File: src/rtl/dac_update_sched.sv
// dac_update_sched: round-robin arbiter that scales a granted voltage by -819.2, saturates it and drives one shared DAC.
// Build option DAC_SCHED_OFFSET_BINARY_EN selects an offset-binary DAC_CODE (MSB inverted, reset at midscale).
module dac_update_sched #(
    parameter int N_REQ       = 4,
    parameter int FLOAT_WIDTH = 64,
    parameter int INT_WIDTH   = 16,
    parameter int DAC_WIDTH   = 14,
    parameter int HOLD_CYCLES = 8
) (
    input  logic                         CLK,
    input  logic                         RST,
    input  logic                         ENABLE,
    input  logic [N_REQ-1:0]             REQ_VALID,
    input  logic [N_REQ*FLOAT_WIDTH-1:0] REQ_VOLTAGE,
    output logic [N_REQ-1:0]             REQ_READY,
    output logic [DAC_WIDTH-1:0]         DAC_CODE,
    output logic                         DAC_VALID,
    output logic [$clog2(N_REQ)-1:0]     DAC_SEL,
    output logic                         BUSY
);
    localparam int SW   = $clog2(N_REQ);
    localparam int FW   = FLOAT_WIDTH;
    localparam int PW   = 2 * FW;
    localparam int FRAC = FW - INT_WIDTH;
    localparam int HW   = HOLD_CYCLES > 1 ? $clog2(HOLD_CYCLES) : 1;
    localparam logic [HW-1:0] HOLD_LAST = HW'(HOLD_CYCLES > 0 ? HOLD_CYCLES - 1 : 0);
    // K = -819.2 in Q16.48, realigned to this build's fractional width
    localparam logic signed [127:0] K48 = {{64{1'b1}}, 64'hFCCC_CCCC_CCCC_CCCC};
    localparam logic signed [127:0] KS  = FRAC >= 48 ? K48 <<< (FRAC >= 48 ? FRAC - 48 : 0)
                                                     : K48 >>> (FRAC < 48 ? 48 - FRAC : 0);
    localparam logic signed [FW-1:0] K    = KS[FW-1:0];
    localparam logic signed [PW-1:0] DMAX = PW'(2 ** (DAC_WIDTH - 1) - 1);
    localparam logic signed [PW-1:0] DMIN = ~DMAX;
`ifdef DAC_SCHED_OFFSET_BINARY_EN
    localparam logic [DAC_WIDTH-1:0] FLIP = {1'b1, {(DAC_WIDTH-1){1'b0}}};
`else
    localparam logic [DAC_WIDTH-1:0] FLIP = '0;
`endif

    typedef enum logic [1:0] {IDLE, CONV, OUT, HOLD} state_t;

    state_t                 state;
    logic [SW-1:0]          ptr, grant, idx_r;
    logic [HW-1:0]          cnt;
    logic                   found, fire;
    logic signed [FW-1:0]   sel_v;
    logic signed [PW-1:0]   prod_r, flo;
    logic [DAC_WIDTH-1:0]   sat;

    always_comb begin
        grant = '0;
        found = 1'b0;
        for (int i = 0; i < N_REQ; i++) begin
            if (!found && REQ_VALID[SW'((int'(ptr) + i) % N_REQ)]) begin
                grant = SW'((int'(ptr) + i) % N_REQ);
                found = 1'b1;
            end
        end
        fire      = (state == IDLE) && ENABLE && found;
        REQ_READY = fire ? N_REQ'(1) << grant : '0;
        sel_v     = REQ_VOLTAGE[grant*FW +: FW];
        flo       = prod_r >>> (2 * FRAC);
        sat       = flo > DMAX ? DMAX[DAC_WIDTH-1:0] : flo < DMIN ? DMIN[DAC_WIDTH-1:0] : flo[DAC_WIDTH-1:0];
    end

    always_ff @(posedge CLK) begin
        if (RST) begin
            state     <= IDLE;
            DAC_CODE  <= FLIP;
            DAC_VALID <= 1'b0;
            DAC_SEL   <= '0;
            BUSY      <= 1'b0;
            ptr       <= '0;
            cnt       <= '0;
            idx_r     <= '0;
            prod_r    <= '0;
        end else begin
            DAC_VALID <= 1'b0;
            case (state)
                IDLE: if (fire) begin
                    prod_r <= sel_v * K;
                    idx_r  <= grant;
                    ptr    <= grant == SW'(N_REQ - 1) ? '0 : grant + 1'b1;
                    state  <= CONV;
                    BUSY   <= 1'b1;
                end
                CONV: begin
                    DAC_CODE  <= sat ^ FLIP;
                    DAC_SEL   <= idx_r;
                    DAC_VALID <= 1'b1;
                    state     <= OUT;
                end
                OUT: begin
                    cnt   <= '0;
                    state <= HOLD_CYCLES > 0 ? HOLD : IDLE;
                    BUSY  <= HOLD_CYCLES > 0;
                end
                default: if (cnt == HOLD_LAST) begin
                    state <= IDLE;
                    BUSY  <= 1'b0;
                end else begin
                    cnt <= cnt + 1'b1;
                end
            endcase
        end
    end
endmodule

File: config.mk
export PLATFORM = sky130hd
export DESIGN_NAME = dac_update_sched
export DESIGN_NICKNAME = d
export VERILOG_FILES = /design/src/rtl/dac_update_sched.sv
export SDC_FILE = /design/constraint.sdc
export NUM_CORES = 2
export LEC_CHECK = 0
export CAP_MARGIN = 40
export CORE_MARGIN = 4
export CORE_UTILIZATION = 55
export CTS_BUF_LIST = sky130_fd_sc_hd__clkbuf_8 sky130_fd_sc_hd__clkbuf_16
export CTS_CLUSTER_DIAMETER = 100
export DETAILED_ROUTE_END_ITERATION = 10
export GPL_TIMING_DRIVEN = 0
export PLACE_DENSITY = 0.72
export SYNTH_ARGS = -nofsm -noshare
export SYNTH_HDL_FRONTEND = slang
export SYNTH_SLANG_ARGS = --single-unit
File: constraint.sdc
create_clock -name CLK -period 20.7 [get_ports CLK]
set_input_delay 4.14 -clock CLK [delete_from_list [all_inputs] [get_ports CLK]]
set_output_delay 4.14 -clock CLK [all_outputs]
set_load 0.03 [all_outputs]
==> Word-level counts from Yosys, hierarchy flattened <==
Index checks and enable logic that the tools add are counted.
{ "totals": {"ff_bits": 148, "wordCells": 80} }
{ "op_classes": {"n_addsub": 5, "n_mul": 1, "magnitude_cmp": 6, "eq_ne": 6, "shifts": 2, "mux": 33, "n_bitwise": 2, "n_reduce_logical": 16} }
{ "ops": {"columns": ["operator", "n"], "rows": [
  ["variable part select 256 x 9 -> 64 bit", 1],
  ["multiplier 64 x 57 -> 121 bit, second input constant", 1],
  ["2-to-1 mux 14 bit", 2],
  ["> comparator 27 x 14 -> 1 bit, second input constant", 1],
  ["< comparator 27 x 14 -> 1 bit, second input constant", 1],
  ["< comparator 2 x 4 -> 1 bit, second input constant", 4],
  ["2-to-1 mux 1 bit", 15],
  ["2-to-1 mux 2 bit", 7],
  ["binary-select mux 1 bit (select 2 bit)", 4],
  ["one-hot mux 2 bit (3 select lines)", 1],
  ["one-hot mux 3 bit (2 select lines)", 1],
  ["AND reduction 2 bit", 3],
  ["logical AND 1 bit", 5],
  ["adder 2 x 1 -> 2 bit, second input constant", 2],
  ["adder 2 bit, second input constant", 2],
  ["equality test 2 bit, second input constant", 2],
  ["2-to-1 mux 4 bit", 1],
  ["nonzero test 4 bit", 1],
  ["<< shifter 1 x 2 -> 4 bit, first input constant", 1],
  ["adder 3 x 1 -> 3 bit, second input constant", 1],
  ["equality test 3 bit, second input constant", 1],
  ["zero test 1 bit", 3],
  ["2-to-1 mux 3 bit", 1],
  ["one-hot mux 1 bit (3 select lines)", 1],
  ["other kinds (8)", 9]
]} }

==> Longest topological paths before layout <==
{ "logic_depth": {"ltp_word": 16, "ltp_mapped": 42, "ltp_nobuf": 38} }

==> Worst setup path after synthesis <==
No wires, ideal clock.
{ "synth_timing": {"path_kind": "input -> register", "start": "input port REQ_VALID[2]", "end": "register prod_r[120]", "setup_ns": 0.117, "t_arrival_ns": 15.852, "t_required_ns": 20.583, "path_slack_ns": 4.731, "cell_stages": 30, "n_path_buf": 2, "path_cell_list": "mux2i_1 nor2_1 nor3_1 clkbuf_1 mux2_2 clkinv_1 buf_1 ha_1 fa_1 inv_1 fa_1 fa_1 inv_1 fa_1 fa_1 fa_1 fa_1 inv_1 fa_1 inv_1 ha_1 nand2_1 nor4_1 nand4_1 or4b_2 o21ai_2 a41oi_2 o31ai_1 xor2_1 a22o_1"} }
{ "synth_between": {"elab_chain_cells": 15, "word_cells_on_any_way": 30, "cone_classes": "1 x mul; 1 x shift; 20 x mux; 8 x reduce/logical"} }
{ "synth_rtl": {"columns": ["item", "line_no", "text"], "rows": [
  ["from (decl)", "13", "input logic [N_REQ-1:0] REQ_VALID,"],
  ["binary-select mux 1 bit (select 2 bit)", "54", "if (!found && REQ_VALID[SW'((int'(ptr) + i) % N_REQ)]) begin"],
  ["2-to-1 mux 1 bit (not written as such) (2 in series)", "54", null],
  ["2-to-1 mux 1 bit", "54", null],
  ["zero test 1 bit", "54", null],
  ["logical AND 1 bit", "54", null],
  ["2-to-1 mux 1 bit", "54", null],
  ["zero test 1 bit", "54", null],
  ["logical AND 1 bit", "54", null],
  ["2-to-1 mux 1 bit", "54", null],
  ["zero test 1 bit", "54", null],
  ["logical AND 1 bit", "54", null],
  ["2-to-1 mux 2 bit or 2-to-1 mux 1 bit (tied branches)", "54", null],
  ["variable part select 256 x 9 -> 64 bit or logical AND 1 bit (tied branches)", "61, 59", null],
  ["multiplier 64 x 57 -> 121 bit or AND reduction 2 bit (tied branches)", null, null],
  ["to (signal assigned)", "81", "prod_r <= sel_v * K;"],
  ["to (decl)", "47", "logic signed [PW-1:0] prod_r, flo;"]
]} }
Several ways; a longest one is shown, not always the timed one. The select of a mux whose other input is x is not followed.
A chain may end at the register's enable or synchronous reset.

==> Worst setup path in the final report <==
{ "layout_timing": {"start": "input port REQ_VALID[2]", "end": "register prod_r[122]"} }
Same word-level chain as after synthesis.

==> impl_metrics.py <==
metrics = {
    "sta": {
        "final.period_utilization_pct": 86.7,
        "slew_headroom_pct": 36.4,
        "slew_viol_final": 0,
        "hold_violations": 0,
        "clock_skew_ps": 4.43,
        "finalSetupViolations": 0,
        "tightestPinTransition_ps": 954,
        "fmax_mhz": 55.7,
        "grt_setup_unrepaired": "false",
        "tns_ps": 0,
        "fin_crit_ps": 17940,
    },
    "cells_and_area": {
        "drive_gt1_share_pct": 2.07,
        "final_nets": 9314,
        "areaGrowthSynthToFinish_pct": 8.37,
        "design_area_mm2": 0.0673,
        "final_core_util_pct": 59.9,
        "stdcell_count": 8084,
    },
    "logic_synthesis": {
        "ys.flop_type": "dfxtp_1",
        "synth_nets": 8992,
        "synth_commonest_cells": "inv_1 (2,312), fa_1 (1,635), ha_1 (834)",
        "synth-seq-cells": 54,
        "syn_inst": 6260,
        "synth_top_cell_by_area": "fa_1",
        "synth_area_leaders": "fa_1 (53%), ha_1 (17%), inv_1 (14%)",
        "async_flop_share_pct": 0,
        "netlist_area_mm2": 0.0621,
        "ys_warn_count": 0,
        "synth_area_per_cell_um2": 9.92,
        "synth_top_area_share_pct": 52.7,
        "ys_types": 77,
        "synth_edf_count": 0,
        "yosysMostFrequentCell": "inv_1",
        "ys_seq_area_share_pct": 1.74,
    },
    "cts": {
        "ctsHoldBuffers": 0,
        "clkTransAtPathRegs_ps": 70,
        "cts_buffers": 5,
        "post_cts_resized": 0,
        "cts-root-buf": "clkbuf_16",
        "ctsHtreeMaxLevel": 2,
        "cts_setup_buffers": 0,
        "clock_latency_ps": 290,
        "cts_tree": "done",
        "clock-sinks": 54,
        "clockBufferDepth": 2,
    },
    "die": {
        "dieArea_mm2": 0.118,
        "fp.dieH_um": 344,
        "placeableCoreArea_mm2": 0.112,
        "ios": 285,
        "initial_core_util_pct": 55.3,
        "rows": 123,
        "die-width_um": 344,
    },
    "worst_setup_path": {
        "reg2reg_from": "ptr[0]",
        "rrSetupSlack_ps": 6640,
        "reg2reg_depth": 40,
        "max_stage_delay_ps": 790,
        "crit_path_end": "prod_r[122]",
        "end_kind": "flip-flop",
        "r2r_end": "prod_r[122]",
        "startpoint": "REQ_VALID[2]",
        "crit_path_max_fanout": 10,
        "cp-start-kind": "input pin",
        "slowest_stage": "a2111oi_0",
        "worstPathArrival_ps": 18130,
        "crit_family": "adder cells",
        "path_class": "in2reg",
        "cp_data_required_time_ps": 20890,
        "worst-path-buf-inv": 13,
        "critical_path_cell_count": 41,
    },
    "placed_design": {
        "numPortBuffers": 284,
        "dpl.cell_count": 8075,
        "gp_congestion": 1.14,
        "hpwlAfterDp_um": 235000,
        "placed_cell_area_mm2": 0.0672,
    },
    "route": {
        "routed_via_density": 5.59,
        "vias": 45200,
        "drc_errors": 0,
        "drtPass1Iterations": 6,
        "drt-total-wl_um": 255000,
        "drt_iter0_markers": 4150,
        "ant_nets": 0,
        "post_drt_wl_per_cell_um": 31.5,
    },
    "worst_hold_path": {
        "hold_class": "reg2reg",
    },
    "global_routing": {
        "grt_overflow": 0,
        "grt_pass1_vias": 48900,
        "antenna_found_initial": 5,
        "grt_pass1_wl_um": 358000,
        "grt_max_degree": 39,
        "grt_use_total_pct": 44.3,
    },
    "job": {
        "maxCapViolations": 0,
    },
    "run_status": {
        "status": "finished, final reports clean",
    },
}
-- metrics by stage --
step	hold slack [ps]	setup WS [ps]
after floorplan	429	4730
after global placement	440	-716
after detailed placement	450	2820
after CTS	468	3040
after global routing	487	2500
final	462	2760
-- kinds of logic after synthesis --
family	Yosys count	share of synthesized area, %
adders and majority gates	2470	69.5
DFF	54	1.74
xor gates and xnor gates	149	2.10
AOI/OAI and AO/OA	576	5.82
muxes	173	2.92
buffers and inverters	2394	14.5
and+or+nand+nor	444	3.40
-- worst min-delay path by stage --
stage                start     endpoint  slack, ps  cells past startpoint
2_1_floorplan  prod_r[103]  prod_r[103]        430                      2
3_3_place_gp   prod_r[106]  prod_r[106]        440                      2
3_5_place_dp   prod_r[106]  prod_r[106]        450                      2
4_1_cts        prod_r[106]  prod_r[106]        470                      2
5_1_grt        prod_r[106]  prod_r[106]        490                      2
6_report       prod_r[106]  prod_r[106]        460                      2
-- layout by cell type (no fill, tap or decap), types with 13 or more instances in the layout --
cell type,n
clkbuf_1,59
and3_1,14
o21ai_0,128
ha_1,834
nor3_1,26
nor2_1,85
nand2_1,167
nor2b_1,13
xnor2_1,87
nand4_1,41
dfxtp_1,54
nand2b_1,22
fa_1,1635
o21bai_1,30
a21o_1,87
clkdlybuf4s50_1,284
inv_1,2312
a31oi_1,16
nor4_1,13
mux2_2,67
buf_2,16
xor2_1,62
a22o_1,17
nand3_1,31
mux2i_1,106
a21oi_1,197
-- routing by layer --
metal	share of wire [%]	vias to the layer above	track usage [%]
met3	8.8	680	8.36
li1	-	19000	-
met1	35	23100	53.8
met2	44	2425	68.4
met4	12	6	37.6
met5	0.016	-	0
-- registers in the layout (all words and copies together) (netlist names) --
register / count
idx_r: 2
prod_r: 27
ptr: 2
DAC_VALID: 1
cnt: 3
DAC_SEL: 2
state: 2
BUSY: 1
DAC_CODE: 14
-- worst reg2reg max path: cells and delay by family, from the launching register on --
kind / cells / cell delay [ps]
mux: 1 / 270
buf+inv: 12 / 4110
fa+ha+maj: 10 / 4750
compound gates: 12 / 3180
flops: 1 / 590
xor+xnor: 1 / 100
simple gates: 4 / 970
-- area by class of cell --
cell class              count  area, um2
diodes                      1       2.50
plain buffers              81        333
clock buffers               5        125
clock inverters             3       25.0
fillers                  9929      45000
inverters                2313       8680
multi-input cells        3812      52000
flip-flops and latches     54       1080
well taps                1500       1880
repair buffers            315       3150
Power is not shown: default switching activity piles up to over one toggle a cycle in this logic, so the estimate is an artifact.
